===== src/rtl/sd_sector_arbiter.sv =====
// sd_sector_arbiter: round-robin share of the mist_io SD sector channel between two requesters.
// Optional SD_TIMEOUT_EN adds a transfer watchdog that aborts with an err pulse.
module sd_sector_arbiter #(
    parameter logic [23:0] TIMEOUT = 24'd10000000
) (
    input  logic        clk_sys,
    input  logic        reset,
    input  logic [31:0] req0_lba,
    input  logic        req0_rd,
    input  logic        req0_wr,
    output logic        req0_busy,
    output logic        req0_done,
    output logic        req0_err,
    output logic        req0_buff_wr,
    input  logic [7:0]  req0_buff_din,
    input  logic [31:0] req1_lba,
    input  logic        req1_rd,
    input  logic        req1_wr,
    output logic        req1_busy,
    output logic        req1_done,
    output logic        req1_err,
    output logic        req1_buff_wr,
    input  logic [7:0]  req1_buff_din,
    output logic [31:0] sd_lba,
    output logic        sd_rd,
    output logic        sd_wr,
    input  logic        sd_ack,
    input  logic        sd_buff_wr,
    output logic [7:0]  sd_buff_din,
    output logic        owner
);
    typedef enum logic [1:0] {IDLE, REQ, XFER, DONE} state_t;

    state_t state;
    logic   ack_m, ack_s;
    logic   last_grant, op_rd, done_r, err_r;
    logic   pend0, pend1, gnt, can_grant, abort, active;

    always_ff @(posedge clk_sys) begin
        if (reset) begin
            ack_m <= 1'b0;
            ack_s <= 1'b0;
        end else begin
            ack_m <= sd_ack;
            ack_s <= ack_m;
        end
    end

    assign pend0  = req0_rd | req0_wr;
    assign pend1  = req1_rd | req1_wr;
    assign gnt    = (pend0 & pend1) ? ~last_grant : pend1;
    assign active = (state == REQ) | (state == XFER);

`ifdef SD_TIMEOUT_EN
    logic [23:0] cnt;
    always_ff @(posedge clk_sys) begin
        if (reset | ~active)
            cnt <= 24'd0;
        else
            cnt <= cnt + 24'd1;
    end
    assign abort     = active & (cnt == TIMEOUT - 24'd1);
    // a late ack from an aborted sector must drain before the next grant
    assign can_grant = (pend0 | pend1) & ~ack_s;
`else
    logic unused_timeout;
    assign unused_timeout = ^TIMEOUT;
    assign abort          = 1'b0;
    assign can_grant      = pend0 | pend1;
`endif

    always_ff @(posedge clk_sys) begin
        if (reset) begin
            state      <= IDLE;
            sd_lba     <= 32'd0;
            sd_rd      <= 1'b0;
            sd_wr      <= 1'b0;
            owner      <= 1'b0;
            last_grant <= 1'b1;
            op_rd      <= 1'b0;
            done_r     <= 1'b0;
            err_r      <= 1'b0;
        end else begin
            done_r <= 1'b0;
            err_r  <= 1'b0;
            case (state)
                IDLE: if (can_grant) begin
                    owner      <= gnt;
                    last_grant <= gnt;
                    sd_lba     <= gnt ? req1_lba : req0_lba;
                    op_rd      <= gnt ? req1_rd : req0_rd;
                    state      <= REQ;
                end
                REQ: if (abort) begin
                    sd_rd  <= 1'b0;
                    sd_wr  <= 1'b0;
                    done_r <= 1'b1;
                    err_r  <= 1'b1;
                    state  <= DONE;
                end else if (ack_s) begin
                    sd_rd <= 1'b0;
                    sd_wr <= 1'b0;
                    state <= XFER;
                end else begin
                    sd_rd <= op_rd;
                    sd_wr <= ~op_rd;
                end
                XFER: if (abort) begin
                    done_r <= 1'b1;
                    err_r  <= 1'b1;
                    state  <= DONE;
                end else if (!ack_s) begin
                    done_r <= 1'b1;
                    state  <= DONE;
                end
                default: state <= IDLE;
            endcase
        end
    end

    assign req0_busy    = (state != IDLE) & ~owner;
    assign req1_busy    = (state != IDLE) & owner;
    assign req0_done    = done_r & ~owner;
    assign req1_done    = done_r & owner;
    assign req0_err     = err_r & ~owner;
    assign req1_err     = err_r & owner;
    assign req0_buff_wr = sd_buff_wr & active & ~owner;
    assign req1_buff_wr = sd_buff_wr & active & owner;
    assign sd_buff_din  = owner ? req1_buff_din : req0_buff_din;
endmodule

===== config.mk =====
export PLATFORM = sky130hd
export DESIGN_NAME = sd_sector_arbiter
export DESIGN_NICKNAME = d
export VERILOG_FILES = /design/src/rtl/sd_sector_arbiter.sv
export SDC_FILE = /design/constraint.sdc
export NUM_CORES = 1
export LEC_CHECK = 0
export BUFFER_PORTS_ARGS = -buffer_cell sky130_fd_sc_hd__buf_4
export CAP_MARGIN = 0
export CORE_AREA = 8 8 80 82
export DETAILED_ROUTE_END_ITERATION = 7
export DIE_AREA = 0 0 88 90
export GPL_TIMING_DRIVEN = 0
export PLACE_DENSITY = 0.83
export SYNTH_ARGS = -nofsm -noshare
export SYNTH_HDL_FRONTEND = slang
export SYNTH_SLANG_ARGS = --single-unit
export TNS_END_PERCENT = 100

===== constraint.sdc =====
create_clock -name clk_sys -period 3.5 [get_ports clk_sys]
set_input_delay 0.175 -clock clk_sys [delete_from_list [all_inputs] [get_ports clk_sys]]
set_output_delay 0.175 -clock clk_sys [all_outputs]
set_load 0.02 [all_outputs]

==> results.toml <==
[place]
placed_area_um2 = 3430
pre_cts_slack_ps = 1720
dp_hpwl_um = 5960
gp_congestion = 0.759
portBuffers = 135

[routing]
final_antenna_net_count = 0
drt_iter0_markers = 114
wire_per_inst_um = 15.7
vias = 2458
vias_per_cell = 5.19
routed_wl_um = 7440
first_pass_iters = 4
drcViolationCount = 0

[min_path]
hp-class = "primary input to register"

[global_route]
grt-ovfl-total = 0
grt_use_total_pct = 18.5
grt_pass1_vias = 2522
grt_pass1_wl_um = 12000
grt_max_degree = 13
antenna_found_initial = 0

[cells_and_area]
fin_area_um2 = 3540
areaGrowthSynthToFinish_pct = 52.2
antennaDiodeCount = 0
drive_gt1_share_pct = 49.3
reg_top3 = "sd_lba (32), state (2)"
nets = 493
regMostFlops = "sd_lba"
largest_register_ff_count = 32

[synth]
syn_inst = 258
synth_top_cell_by_area = "dfxtp_1"
synth-edff-count = 0
synthArstFlopShare_pct = 0
yosys-top-cells-count = "42 x dfxtp_1, 40 x nor2_1, 33 x nand3_1, 32 x o21ai_0, 30 x a311oi_2"
ys.flop_type = "dfxtp_1"
yosysWarningCount = 0
ys_top_cells_by_area = "dfxtp_1 36%, a311oi_2 19%, nand3_1 7.1%"
yosysMostFrequentCell = "dfxtp_1"
syn_area_um2 = 2320
ys_seq_area_share_pct = 36.2
synth_top_area_share_pct = 36.2
syn_area_per_cell_um2 = 9.01
ys_ff_latch = 42
synth_cell_types = 31

[sta]
period_share_pct = 56.6
skew_ps = 6.27
tightestPinTransition_ps = 719
setup_tns_ps = 0
final_hold_viol_count = 0
rsz0062_at_grt = "false"
timing.final.ws_setup_ps = 1520
drv_slew = 0
setup_viol = 0
fmax_ghz = 0.505
fin_crit_ps = 1980
relSlewSlack_pct = 52.1

[job]
maxCapViolCount = 0

[critical_path]
path_cells = "clkbuf_1 > clkbuf_1 > mux2_2 > buf_4"
critPathKind = "register to output pin"
critical-path-max-stage-delay_ps = 390
cp_max_fo = 10
worstPathBufferInverterCount = 3
startpoint_type = "register"
arrival_ps = 1800
crit_path_frequent_cell = "clkbuf_1"
cp_slowest_cell = "mux2_2"
path_delay_family = "buffers and inverters"
critPathRequiredTime_ps = 3320
crit_path_end_kind = "output pin"

[clocking]
clockRootBuffer = "clkbuf_8"
cts_setup_buffers = 0
htreeDepth = 2
path_clk_slew_ps = 80
postCtsHoldBufs = 0
clock_sinks = 42
cts.path.max_buffers = 2
post_cts_resized = 0
numCtsBuffers = 5
cts_tree = "done"
clock_latency_ps = 290

[power_and_ir_drop]
p_leak_nw = 1.54
powerDensity_nw_per_um2 = 812
peakVddDrop_mv = 0.384

[status]
outcome = "completed"

[floorplanning]
die_area_um2 = 7920
io_pins = 139
num_rows = 27
die_h_um = 90
core-area_um2 = 5240
initial_core_util_pct = 44.4
die_w_um = 88
==> power breakdown <==
part           leakage, nW  internal (mW)  switching [mW]  total, mW
combinational         1.14          0.739           0.971       1.71
clock               0.0524          0.214           0.163      0.376
sequential           0.349          0.677           0.110      0.787
total                 1.54           1.63            1.24       2.87
==> layout by cell type (no fill, tap or decap), drive strengths merged <==
cell    synthesis  final
buf            14    149
dfxtp          42     42
nor2           40     40
nand3          33     33
o21ai          33     33
a311oi         32     32
clkbuf         16     23
mux2           10     10
nor2b           5      5
nand2           4      4
nand2b          4      4
a21oi           4      4
ha              4      4
inv             2      2
mux2i           2      2
a31oi           2      2
conb            1      2
and2            1      1
and3            1      1
o41a            1      1
o21a            1      1
or2             1      1
nand3b          1      1
o41ai           1      1
o221a           1      1
nor3b           1      1
nor3            1      1
bufinv          0      1
==> path summary, 6_finish.rpt <==
path,startpoint,endpoint,slack [ps],depth (start not counted)
worst min register to register,ack_m,ack_s,440,1
worst max-delay path,owner,sd_buff_din[5],1520,4
worst min-delay path,sd_ack,ack_m,100,2
worst max register to register,state[0],sd_lba[21],1710,7
==> cells by family (layout without fill, tap and decap cells) <==
kind of cell	after synthesis	count (layout)	share of synthesized area [%]
compound gates	75	75	30.5
fa+ha+maj	4	4	2.15
buf+inv	32	175	7.05
flops	42	42	36.2
mux	12	12	5.71
other cells	1	2	0.161
simple gates	92	92	18.3
==> routing by layer <==
metal  GRT usage [%]  routed length, um  up-vias
li1                -                  -     1228
met4            3.87                 53        0
met3            6.92                712        7
met5               0                  0        -
met2            32.0               3770      105
met1            20.6               2900     1118
==> cell type report <==
class,instances,area (um^2)
Tap cell,72,90.1
Fill cell,470,1700
Multi-Input combinational cell,185,1320
Inverter,2,7.51
Clock inverter,1,30.0
Clock buffer,7,76.3
Timing Repair Buffer,135,1010
Buffer,30,156
Sequential cell,42,841
==> through the flow <==
stage               cells  hold WS, ps  utilization, %  total power [mW]
CTS                   474         90.9            67.6              2.90
finish                474         97.0            67.6              2.87
floorplan             259          303               -              1.93
global route          474          119            67.6              3.08
detailed placement    466          396            65.5              2.53
global placement      466          385            65.5              2.49
No activity file was read; power rests on OpenSTA's default activity.
